**src/rtl/pulse_event_arbiter.sv**
```systemverilog
// pulse_event_arbiter
//   Turns N synchronised level inputs into one-shot rising-edge events, latches
//   each as pending and serialises pending events round-robin to a single
//   consumer over a valid/ready handshake.
//   Optional feature macro: PULSE_EVENT_ARBITER_DEBOUNCE_EN (per-channel
//   debounce filter of DEB_CYCLES clocks ahead of the edge detector).
module pulse_event_arbiter #(
    parameter int N          = 4,
    parameter int IDW        = 2,
    parameter int DEB_CYCLES = 16
) (
    input  logic           clk,
    input  logic           rst,
    input  logic [N-1:0]   lvl,
    output logic           evt_valid,
    output logic [IDW-1:0] evt_id,
    input  logic           evt_ready,
    output logic [N-1:0]   pend,
    output logic [N-1:0]   overrun,
    input  logic           ovr_clr
);

    typedef enum logic [0:0] {
        ST_IDLE  = 1'b0,
        ST_OFFER = 1'b1
    } state_t;

    state_t         state_q, state_d;
    logic           evt_valid_q, evt_valid_d;
    logic [IDW-1:0] evt_id_q, evt_id_d;
    logic [IDW-1:0] rr_ptr_q, rr_ptr_d;
    logic [N-1:0]   pend_q, pend_d;
    logic [N-1:0]   overrun_q, overrun_d;
    logic [N-1:0]   prev_q, prev_d;

    logic [N-1:0]   lvl_f_s;
    logic [N-1:0]   edge_s;
    logic [N-1:0]   gnt_s;
    logic [N-1:0]   ovr_set_s;
    logic [IDW-1:0] win_s;
    logic           found_s;

`ifdef PULSE_EVENT_ARBITER_DEBOUNCE_EN
    localparam int CW = $clog2(DEB_CYCLES + 1);

    logic [N-1:0]  lvl_f_q, lvl_f_d;
    logic [CW-1:0] cnt_q [N];
    logic [CW-1:0] cnt_d [N];

    // Debounce: the filtered level follows lvl only after DEB_CYCLES consecutive differing samples.
    always_comb begin
        lvl_f_d = lvl_f_q;
        for (int i = 0; i < N; i++) begin
            cnt_d[i] = '0;
            if (lvl[i] != lvl_f_q[i]) begin
                if (cnt_q[i] == CW'(DEB_CYCLES - 1)) begin
                    lvl_f_d[i] = lvl[i];
                    cnt_d[i]   = '0;
                end else begin
                    cnt_d[i] = cnt_q[i] + CW'(1);
                end
            end else begin
                cnt_d[i] = '0;
            end
        end
    end

    // Debounce registers: filtered levels and stability counters.
    always_ff @(posedge clk) begin
        if (rst) begin
            lvl_f_q <= '0;
            for (int i = 0; i < N; i++) begin
                cnt_q[i] <= '0;
            end
        end else begin
            lvl_f_q <= lvl_f_d;
            for (int i = 0; i < N; i++) begin
                cnt_q[i] <= cnt_d[i];
            end
        end
    end

    assign lvl_f_s = lvl_f_q;
`else
    assign lvl_f_s = lvl;
`endif

    // Round-robin search: first pending channel after rr_ptr, wrapping modulo N.
    always_comb begin
        int             idx;
        logic [IDW-1:0] cand;
        found_s = 1'b0;
        win_s   = '0;
        idx     = 0;
        cand    = '0;
        for (int k = 1; k <= N; k++) begin
            idx = int'(rr_ptr_q) + k;
            if (idx >= N) begin
                idx = idx - N;
            end else begin
                idx = idx;
            end
            cand = IDW'(idx);
            if (!found_s && pend_q[cand]) begin
                found_s = 1'b1;
                win_s   = cand;
            end else begin
                found_s = found_s;
            end
        end
    end

    // FSM next state: leave IDLE when something is pending, leave OFFER on handshake.
    always_comb begin
        state_d = state_q;
        case (state_q)
            ST_IDLE: begin
                if (found_s) begin
                    state_d = ST_OFFER;
                end else begin
                    state_d = ST_IDLE;
                end
            end
            ST_OFFER: begin
                if (evt_ready) begin
                    state_d = ST_IDLE;
                end else begin
                    state_d = ST_OFFER;
                end
            end
            default: state_d = ST_IDLE;
        endcase
    end

    // FSM outputs: register the winner on grant, drop valid and advance rr_ptr on handshake.
    always_comb begin
        evt_valid_d = evt_valid_q;
        evt_id_d    = evt_id_q;
        rr_ptr_d    = rr_ptr_q;
        gnt_s       = '0;
        case (state_q)
            ST_IDLE: begin
                if (found_s) begin
                    evt_valid_d  = 1'b1;
                    evt_id_d     = win_s;
                    gnt_s[win_s] = 1'b1;
                end else begin
                    evt_valid_d = 1'b0;
                end
            end
            ST_OFFER: begin
                if (evt_ready) begin
                    evt_valid_d = 1'b0;
                    rr_ptr_d    = evt_id_q;
                end else begin
                    evt_valid_d = 1'b1;
                end
            end
            default: begin
                evt_valid_d = 1'b0;
            end
        endcase
    end

    // Edge detect, pending set/clear and sticky overrun; a new edge beats a same-cycle grant clear.
    always_comb begin
        edge_s    = lvl_f_s & ~prev_q;
        prev_d    = lvl_f_s;
        pend_d    = (pend_q & ~gnt_s) | edge_s;
        ovr_set_s = edge_s & pend_q & ~gnt_s;
        if (ovr_clr) begin
            overrun_d = ovr_set_s;
        end else begin
            overrun_d = overrun_q | ovr_set_s;
        end
    end

    // State register: synchronous reset drops any offered and pending events.
    always_ff @(posedge clk) begin
        if (rst) begin
            state_q     <= ST_IDLE;
            evt_valid_q <= 1'b0;
            evt_id_q    <= '0;
            rr_ptr_q    <= IDW'(N - 1);
            pend_q      <= '0;
            overrun_q   <= '0;
            prev_q      <= '0;
        end else begin
            state_q     <= state_d;
            evt_valid_q <= evt_valid_d;
            evt_id_q    <= evt_id_d;
            rr_ptr_q    <= rr_ptr_d;
            pend_q      <= pend_d;
            overrun_q   <= overrun_d;
            prev_q      <= prev_d;
        end
    end

    assign evt_valid = evt_valid_q;
    assign evt_id    = evt_id_q;
    assign pend      = pend_q;
    assign overrun   = overrun_q;

endmodule

```
**config.mk**
```make
export PLATFORM = sky130hd
export DESIGN_NAME = pulse_event_arbiter
export DESIGN_NICKNAME = d
export VERILOG_FILES = /design/src/rtl/pulse_event_arbiter.sv
export SDC_FILE = /design/constraint.sdc
export NUM_CORES = 1
export LEC_CHECK = 0
export CAP_MARGIN = 40
export CORE_UTILIZATION = 44
export CTS_BUF_LIST = sky130_fd_sc_hd__clkbuf_4
export DETAILED_ROUTE_END_ITERATION = 12
export GPL_ROUTABILITY_DRIVEN = 0
export GPL_TIMING_DRIVEN = 0
export PLACE_DENSITY = 0.86
export SLEW_MARGIN = 20
export SYNTH_ARGS = -nofsm -noshare
export SYNTH_HDL_FRONTEND = slang
export SYNTH_SLANG_ARGS = --single-unit
```
**constraint.sdc**
```tcl
create_clock -name clk -period 1.4 [get_ports clk]
set_clock_uncertainty 0.05 [all_clocks]
set_input_delay 0.28 -clock clk [delete_from_list [all_inputs] [get_ports clk]]
set_output_delay 0.28 -clock clk [all_outputs]
set_load 0.01 [all_outputs]
```
### Yosys cells after proc, flatten, opt, wreduce, memory -nomap -nowiden

Index checks and enable logic that the tools add are counted.

* output and inout port bits: 11
* memory bits (writable): 0
* ROM bits: 0
* register bits: 17
* memories: 0
* bits of input ports: 8
* bits in latches: 0

* div/mod/pow operators: 0
* order comparisons: 10
* reduce and logical (&&, ||, !) cells: 9
* multiply operators: 0
* bitwise operators: 9
* eq/ne operators: 0
* add/sub/neg operators: 8
* multiplexer cells: 28
* shift operators: 0

Operators with widths (number)
* 4-bit bitwise AND: 4
* 2-bit two-way mux: 8
* 2-bit by 3-bit less-than comparator with 1-bit output, second input constant: 5
* 4-bit two-way mux: 3
* 1-bit two-way mux: 11
* 3-bit greater-or-equal comparator, second input constant: 3
* 1-bit binary-select mux with 2-bit select: 4
* 4-bit NOT: 2
* 4-bit bitwise OR: 2
* 2-bit by 1-bit subtractor with 2-bit output, second input constant: 4
* 2-bit by 2-bit adder with 3-bit output, second input constant: 2
* 2-bit by 3-bit adder with 4-bit output, second input constant: 1
* 4-bit by 3-bit greater-or-equal comparator with 1-bit output, second input constant: 1
* 1-bit logical AND: 4
* 2-bit AND reduction: 2
* 2-bit by 1-bit adder with 3-bit output, second input constant: 1
* 1-bit zero test: 3
* 1-bit demux with 2-bit select: 1
* 2-bit by 1-bit greater-or-equal comparator with 1-bit output, second input constant: 1
* 1-bit case mux with 2 select lines: 1
* 1-bit NOT: 1

### Depth between registers and ports, before layout

Gate-level depths: netlist of the first run.

* depth in word-level cells: 25
* mapped depth: 5
* depth with buffers taken out: 4

### Worst setup path before layout of the first run

Ideal clock, no wire load.

* path kind: reg-to-reg
* start point: register pend_q[1], in the netlist pend[1]
* end point: register pend_q[0], in the netlist pend[0]
* data arrival time: 1.302 ns
* slack: -0.076 ns
* stages on the path, launching flop included: 6
* path buffers: 1
* cell sequence: dfxtp_1 > or3b_1 > o311a_1 > buf_2 > nor3_1 > a21oi_1

* cells in the longest elaborated chain, start to end: 21

RTL lines
* from (decl): RTL line 32 `logic [N-1:0] pend_q, pend_d;`
* from (signal assigned): RTL line 193 `pend_q <= pend_d;`
* 1-bit binary-select mux with 2-bit select: RTL line 104 `if (!found_s && pend_q[cand]) begin`
* 1-bit two-way mux (not written as such): RTL line 104
* 1-bit two-way mux: RTL line 104
* 1-bit zero test: RTL line 104
* 1-bit logical AND: RTL line 104
* 1-bit two-way mux: RTL line 104
* 1-bit zero test: RTL line 104
* 1-bit logical AND: RTL line 104
* [5 not listed]
* 1-bit logical AND (not written as such): RTL line 146 `gnt_s[win_s] = 1'b1;`
* 1-bit two-way mux (not written as such): RTL line 146
* 1-bit demux with 2-bit select: RTL line 146
* 4-bit two-way mux (*): RTL line 143 `if (found_s) begin`
* 4-bit two-way mux (*): RTL line 141 `case (state_q)`
* 4-bit NOT (*): RTL line 169 `pend_d = (pend_q & ~gnt_s) | edge_s;`
* 4-bit bitwise AND (*): RTL line 169
* 4-bit bitwise OR (*): RTL line 169

Mark *: on every way between the ends. The rest lies on a longest branch, timed or not. The select of a mux whose other input is x is not followed.
A chain may end at the register's enable or synchronous reset.

### Final worst setup path of the first run

* start point: register pend_q[1], in the netlist pend[1]
* end point: register overrun_q[2], in the netlist overrun[2]

* cells in the longest elaborated chain, start to end: 22

RTL lines
* 1-bit binary-select mux with 2-bit select: RTL line 104
* 1-bit two-way mux (not written as such): RTL line 104
* 1-bit two-way mux: RTL line 104
* 1-bit zero test: RTL line 104
* 1-bit logical AND: RTL line 104
* 1-bit two-way mux: RTL line 104
* 1-bit zero test: RTL line 104
* 1-bit logical AND: RTL line 104
* [6 not listed]
* 1-bit two-way mux (not written as such): RTL line 146
* 1-bit demux with 2-bit select: RTL line 146
* 4-bit two-way mux (*): RTL line 143
* 4-bit two-way mux (*): RTL line 141
* 4-bit NOT (*): RTL line 170 `ovr_set_s = edge_s & pend_q & ~gnt_s;`
* 4-bit bitwise AND (*): RTL line 170
* 4-bit bitwise OR: RTL line 174 `overrun_d = overrun_q | ovr_set_s;`
* 4-bit two-way mux (*): RTL line 171 `if (ovr_clr) begin`
* to (signal assigned): RTL line 194 `overrun_q <= overrun_d;`
* to (decl): RTL line 33 `logic [N-1:0] overrun_q, overrun_d;`

Marks and branches as above.

==> qor.yml, run 1 <==
floorplan:
  die_h_um: 43.0
  die_w_um: 43.0
  core_area_sq_um: 1540
  rows: 14
  initial_core_util: 0.481
  pin_count: 19
  die-area_sq_um: 1850
detailed_routing:
  wl_per_cell_um: 14.2
  viasPerCell: 5.79
  drt_iter0_drc: 23
  wirelength_um: 1770
  vias: 724
  remaining_drc_errors: 0
  first_pass_iters: 4
  drtAntennaViolNets: 0
critical_path:
  path_cells: "or4_4 > nor2b_4 > and3_4 > a21oi_2"
  path_class: "reg -> reg"
  crit_fanout: 5
  endpoint_kind: "flip-flop"
  crit_arrival_ns: 1.65
  r2r_setup_slack_ns: -0.07
  cp-start-kind: "flip-flop"
  max_stage_delay_ns: 0.55
  slowest_stage: "or4_4"
  required_ns: 1.58
cts:
  clk_latency_ns: 0.29
  cts_tree: "done"
  postCtsHoldBufs: 0
  clock_path_buffers: 2
  cts_buffers: 3
  cts.reportedPaths.clkPinSlew_ns: 0.10
  htreeDepth: 1
  cts_sinks: 17
  root_buffer: "clkbuf_4"
grt:
  grtUsageTotal: 0.203
  grt_pass1_vias: 629
  grt_pass1_wl_um: 2840
  grt_max_degree: 11
  antenna_found_initial: 0
  gr-total-overflow: 0
yosys:
  yosysMostFrequentCell: "dfxtp_1"
  syn_avg_cell_area_sq_um: 8.71
  ys.flop_type: "dfxtp_1"
  syn-num-nets: 93
  syn_area_sq_um: 741
  synth_cell_types: 23
  synthTopCellsByArea: "dfxtp_1 46%, nor2b_1 10%, a32oi_1 4.7%"
  synth_top_area_share: 0.459
  yosysSeqAreaShare: 0.459
  ys_top_cells_by_count: "17 x dfxtp_1, 12 x nor2b_1, 7 x o21ai_0"
  synth_cells: 85
  yosysWarnings: 0
  async_flop_share: 0
  synth_edf_count: 0
  synth_largest_area_cell: "dfxtp_1"
  ys_seq_elements: 17
timing:
  max_freq_mhz: 680
  setup_viol: 4
  rsz0062_at_grt: "yes"
  final_hold_viol_count: 0
  finalMaxSlewViolations: 0
  max_slew_margin: 0.773
  period_share: 1.05
  fin_setup_tns_ns: -0.139
  fin_ws_ns: -0.0711
  fin_crit_ns: 1.47
  worst_slew_pin_slew_ns: 0.340
  holdWs_ns: 0.311
power_and_ir_drop:
  powerDensity_nw_per_um2: 1130
  leakagePower_uw: 0.000447
  p_total_uw: 1170
  peakVddDrop_uv: 753
finish:
  syn_to_final_growth_pct: 39.2
  fin_nets: 118
  n_antenna_cell: 0
  fillers: 135
  drive_gt1_frac: 0.220
flow_run:
  drv_cap: 0
placed_design:
  io_buffers: 18
  dp_hpwl_um: 1240
status:
  outcome: "complete, but fails checks"
  violations: "negative setup slack"
hold_path:
  worstHoldPathType: "in -> reg"
==> logic make-up (layout without fill, tap and decap cells) <==
| family | after synthesis | in the layout | synth area share |
|---|---|---|---|
| DFF | 17 | 17 | 0.459 |
| AOI/OAI and AO/OA | 26 | 26 | 0.230 |
| buffers and inverters | 4 | 28 | 0.0220 |
| and+or+nand+nor | 38 | 38 | 0.289 |
==> where the power goes <==
group          internal, uW  switching, uW
clock network           106            155
logic                   163            165
registers               530           49.1
==> sequential cells by signal, summed over array words and instances (netlist names) <==
signal / count
evt_id: 2
rr_ptr_q: 2
pend: 4
overrun: 4
prev_q: 4
evt_valid: 1
==> stage by stage <==
stage,cell area (sq um),instances,utilization,setup slack [ns]
final,1030,125,0.669,-0.0711
after detailed placement,952,119,0.618,-0.441
after global routing,1030,125,0.669,-0.113
after CTS,1020,125,0.659,-0.0640
after global placement,952,119,0.618,-0.372
after floorplan,752,85,-,-0.0164
==> final timing paths <==
kind / endpoint / depth (start not counted) / start
setup / recovery: overrun[2] / 4 / pend[1]
hold / removal: evt_id[0] / 2 / rst
setup reg to reg: overrun[2] / 4 / pend[1]
hold reg to reg: evt_id[1] / 2 / evt_id[1]
==> cell type report <==
cell class / instances / area, sq um / share of cell area
clock inverters: 1 / 5.00 / 0.00485
well taps: 16 / 20.0 / 0.0194
clock buffers: 3 / 22.5 / 0.0218
inverters: 2 / 7.51 / 0.00728
repair buffers: 21 / 194 / 0.188
multi-input cells: 64 / 418 / 0.405
flip-flops and latches: 17 / 359 / 0.348
plain buffers: 1 / 5.00 / 0.00485
==> placed cells by master, fill, tap and decap left out, types with 3 or more instances in the layout <==
master,Yosys,routed
nand2_1,6,6
nand3_1,5,5
nor2b_1,12,12
dfxtp_4,0,5
nor2_1,6,4
o21ai_0,7,5
a32oi_1,4,4
dfxtp_1,17,12
dlygate4sd2_1,0,9
a21oi_1,6,6
a31oi_1,3,3
clkbuf_4,0,3
buf_4,0,3
clkdlybuf4s50_1,0,6
==> repair_timing <==
item / in CTS / in global routing
setup buffers: 3 / 0
gates resized for setup: 23 / 7
pin swaps: 2 / 1
endpoints found under the setup margin: 21 / 10
cloned: 0 / 0
==> routing by layer <==
metal  wire [um]  global-route usage  share of wire  vias to the layer above
met5           0                   0              0                        -
met3          72              0.0426          0.041                        2
met1         779               0.247           0.44                      342
met4          12              0.0545         0.0068                        0
met2         903               0.358           0.51                       21
li1            -                   -              -                      359
==> worst max-delay path: cells and delay by family (launching register included) <==
kind | cells | cell delay [ns]
AND/OR/NAND/NOR | 3 | 0.88
flip-flops | 1 | 0.37
AO/OA/AOI/OAI | 1 | 0.12
Note: power is estimated with default switching activity, not from simulation.
==> inputs of run 2 (changes only) <==
--- a/config.mk
+++ b/config.mk
@@ -8,6 +8,7 @@
 export CAP_MARGIN = 40
 export CORE_UTILIZATION = 44
 export CTS_BUF_LIST = sky130_fd_sc_hd__clkbuf_4
+export CTS_CLUSTER_DIAMETER = 40
 export DETAILED_ROUTE_END_ITERATION = 12
 export GPL_ROUTABILITY_DRIVEN = 0
 export GPL_TIMING_DRIVEN = 0
==> results of run 2 <==
Final layout, timing and power as in run 1 (identical DEF).
==> inputs of run 3 (changes only) <==
--- a/config.mk
+++ b/config.mk
@@ -6,6 +6,7 @@
 export NUM_CORES = 1
 export LEC_CHECK = 0
 export CAP_MARGIN = 40
+export CORE_MARGIN = 3
 export CORE_UTILIZATION = 44
 export CTS_BUF_LIST = sky130_fd_sc_hd__clkbuf_4
 export CTS_CLUSTER_DIAMETER = 40
==> qor.yml, run 3 (synthesized netlist as in run 1, its figures left out) <==
finish:
  syn_to_final_growth_pct: 44.9
  drive_gt1_frac: 0.288  # +0.0681
  layout.core_utilization: 0.696  # +0.0276
  layout_commonest_cell: "nor2b_1"
  final_cell_mix: "12 x nor2b_1, 11 x dfxtp_1, 10 x dlygate4sd2_1"
  n_antenna_cell: 0  # unchanged
  fillers: 122  # -9.6%
  fin_nets: 120  # +1.7%
cts:
  clk_latency_ns: 0.29  # about the same
  clock_path_buffers: 2  # unchanged
  postCtsHoldBufs: 0  # unchanged
  cts_sinks: 17  # unchanged
  cts_buffers: 3  # unchanged
  cts_tree: "done"
  cts.reportedPaths.clkPinSlew_ns: 0.10  # about the same
  htreeDepth: 1  # unchanged
  root_buffer: "clkbuf_4"
detailed_routing:
  drtAntennaViolNets: 0  # unchanged
  vias: 733  # +1.2%
  first_pass_iters: 4  # unchanged
  wl_met3_um: 130  # +81%
  remaining_drc_errors: 0  # unchanged
  viasPerCell: 5.77  # -0.35%
  highest-signal-layer: "met4"
  wl_per_cell_um: 15.5  # +9.3%
  met2_length_um: 969  # +7.3%
  wl_met1_um: 834  # +7.1%
  wirelength_um: 1970  # +11%
  drt_iter0_drc: 25  # +8.7%
power_and_ir_drop:
  peakVddDrop_uv: 739  # -2.0%
  powerDensity_nw_per_um2: 1150  # +1.5%
  leakagePower_uw: 0.000470  # +5.1%
timing:
  fin_ws_ns: -0.0886  # -0.0174 ns
  max_freq_mhz: 672  # -1.2%
  final_hold_viol_count: 0  # unchanged
  setup_viol: 8  # +4
  period_share: 1.06  # +0.0125
  worst_slew_pin_slew_ns: 0.370  # +0.0300 ns
  max_slew_margin: 0.753  # -0.0200
  fin_crit_ns: 1.49  # +0.0174 ns
  rsz0062_at_grt: "yes"
  finalMaxSlewViolations: 0  # unchanged
floorplan:
  initial_core_util: 0.481  # unchanged
  core_area_sq_um: 1540  # unchanged
  die_w_um: 47.0  # +9.3%
  pin_count: 19  # unchanged
  die-area_sq_um: 2210  # +19%
  die_h_um: 47.0  # +9.3%
  rows: 14  # unchanged
critical_path:
  max_stage_delay_ns: 0.56  # about the same
  cp-start-kind: "flip-flop"
  path_class: "reg -> reg"
  slowest_stage: "or4_4"
  required_ns: 1.58  # about the same
  crit_fanout: 6  # +1
  path_cells: "or4_4 > nor2b_4 > and3_4 > a21oi_2"
  endpoint_kind: "flip-flop"
  crit_arrival_ns: 1.67  # +0.02 ns
grt:
  grt_pass1_vias: 726  # +15%
  antenna_found_initial: 0  # unchanged
  grt_max_degree: 11  # unchanged
  grt_pass1_wl_um: 3240  # +14%
  grtUsageTotal: 0.205  # +0.00268
  gr-total-overflow: 0  # unchanged
status:
  outcome: "complete, but fails checks"
  violations: "negative setup slack"
placed_design:
  io_buffers: 18  # unchanged
  dp_hpwl_um: 1270  # +2.4%
  pre_cts_ws_ns: -0.426  # +0.0147 ns
hold_path:
  worstHoldPathType: "in -> reg"
flow_run:
  drv_cap: 0  # unchanged
[run 3: cell types whose count changed in the layout (fill, tap and decap cells not counted), sizes merged]
cell,change
clkdlybuf4s15,-1
dlygate4sd2,+1
buf,+2
clkinv,-1
clkbuf,+1
[run 3: what timing repair did]
action	4_1_cts	5_1_grt
pin swaps	0	2
endpoints found under the setup margin	21	10
resized for setup	28	9
buffers inserted	3	0
gates cloned	0	1
[run 3: per-stage QoR]
step	power [uW]	cell area [sq um]	setup TNS, ns	hold WS (ns)	std cells
2_1_floorplan	762	752	-0.0164	0.299	85
3_3_place_gp	882	952	-2.87	0.420	119
3_5_place_dp	894	952	-3.25	0.418	119
4_1_cts	1200	1040	-0.154	0.430	126
5_1_grt	1290	1070	-0.727	0.380	127
6_report	1230	1070	-0.315	0.334	127
[run 3: worst max-delay path: cells and delay by family (launching register included)]
family,cells,cell delay [ns]
flops,1,0.37
simple gates,3,0.90
compound gates,1,0.12
[run 3: area by class of cell]
cell class,count,area [sq um],area share
Clock buffer,4,30.0,0.0280
Multi-Input combinational cell,64,443,0.413
Buffer,2,16.3,0.0152
Timing Repair Buffer,22,201,0.188
Tap cell,16,20.0,0.0186
Inverter,2,7.51,0.00699
Sequential cell,17,355,0.331
[run 3: worst paths after layout]
path                            depth (start not counted)         end  startpoint  slack, ns
worst max-delay path                                    4  overrun[2]     pend[3]      -0.09
worst min-delay path                                    2   evt_id[0]         rst       0.33
worst max register to register                          4  overrun[2]     pend[3]      -0.09
worst min register to register                          2   evt_id[1]   evt_id[1]       0.43
[run 3: metal layers]
metal	vias to the layer above	global-route usage
li1	361	-
met1	331	0.272
met2	34	0.328
met5	-	0
met3	7	0.0345
met4	0	0.0884
[run 3: power by group]
group	switching, uW	internal [uW]	leakage, uW	total [uW]
clock	151	130	0.0000184	281
sequential	49.8	531	0.000142	580
combinational	191	181	0.000309	372
total	392	841	0.000470	1230
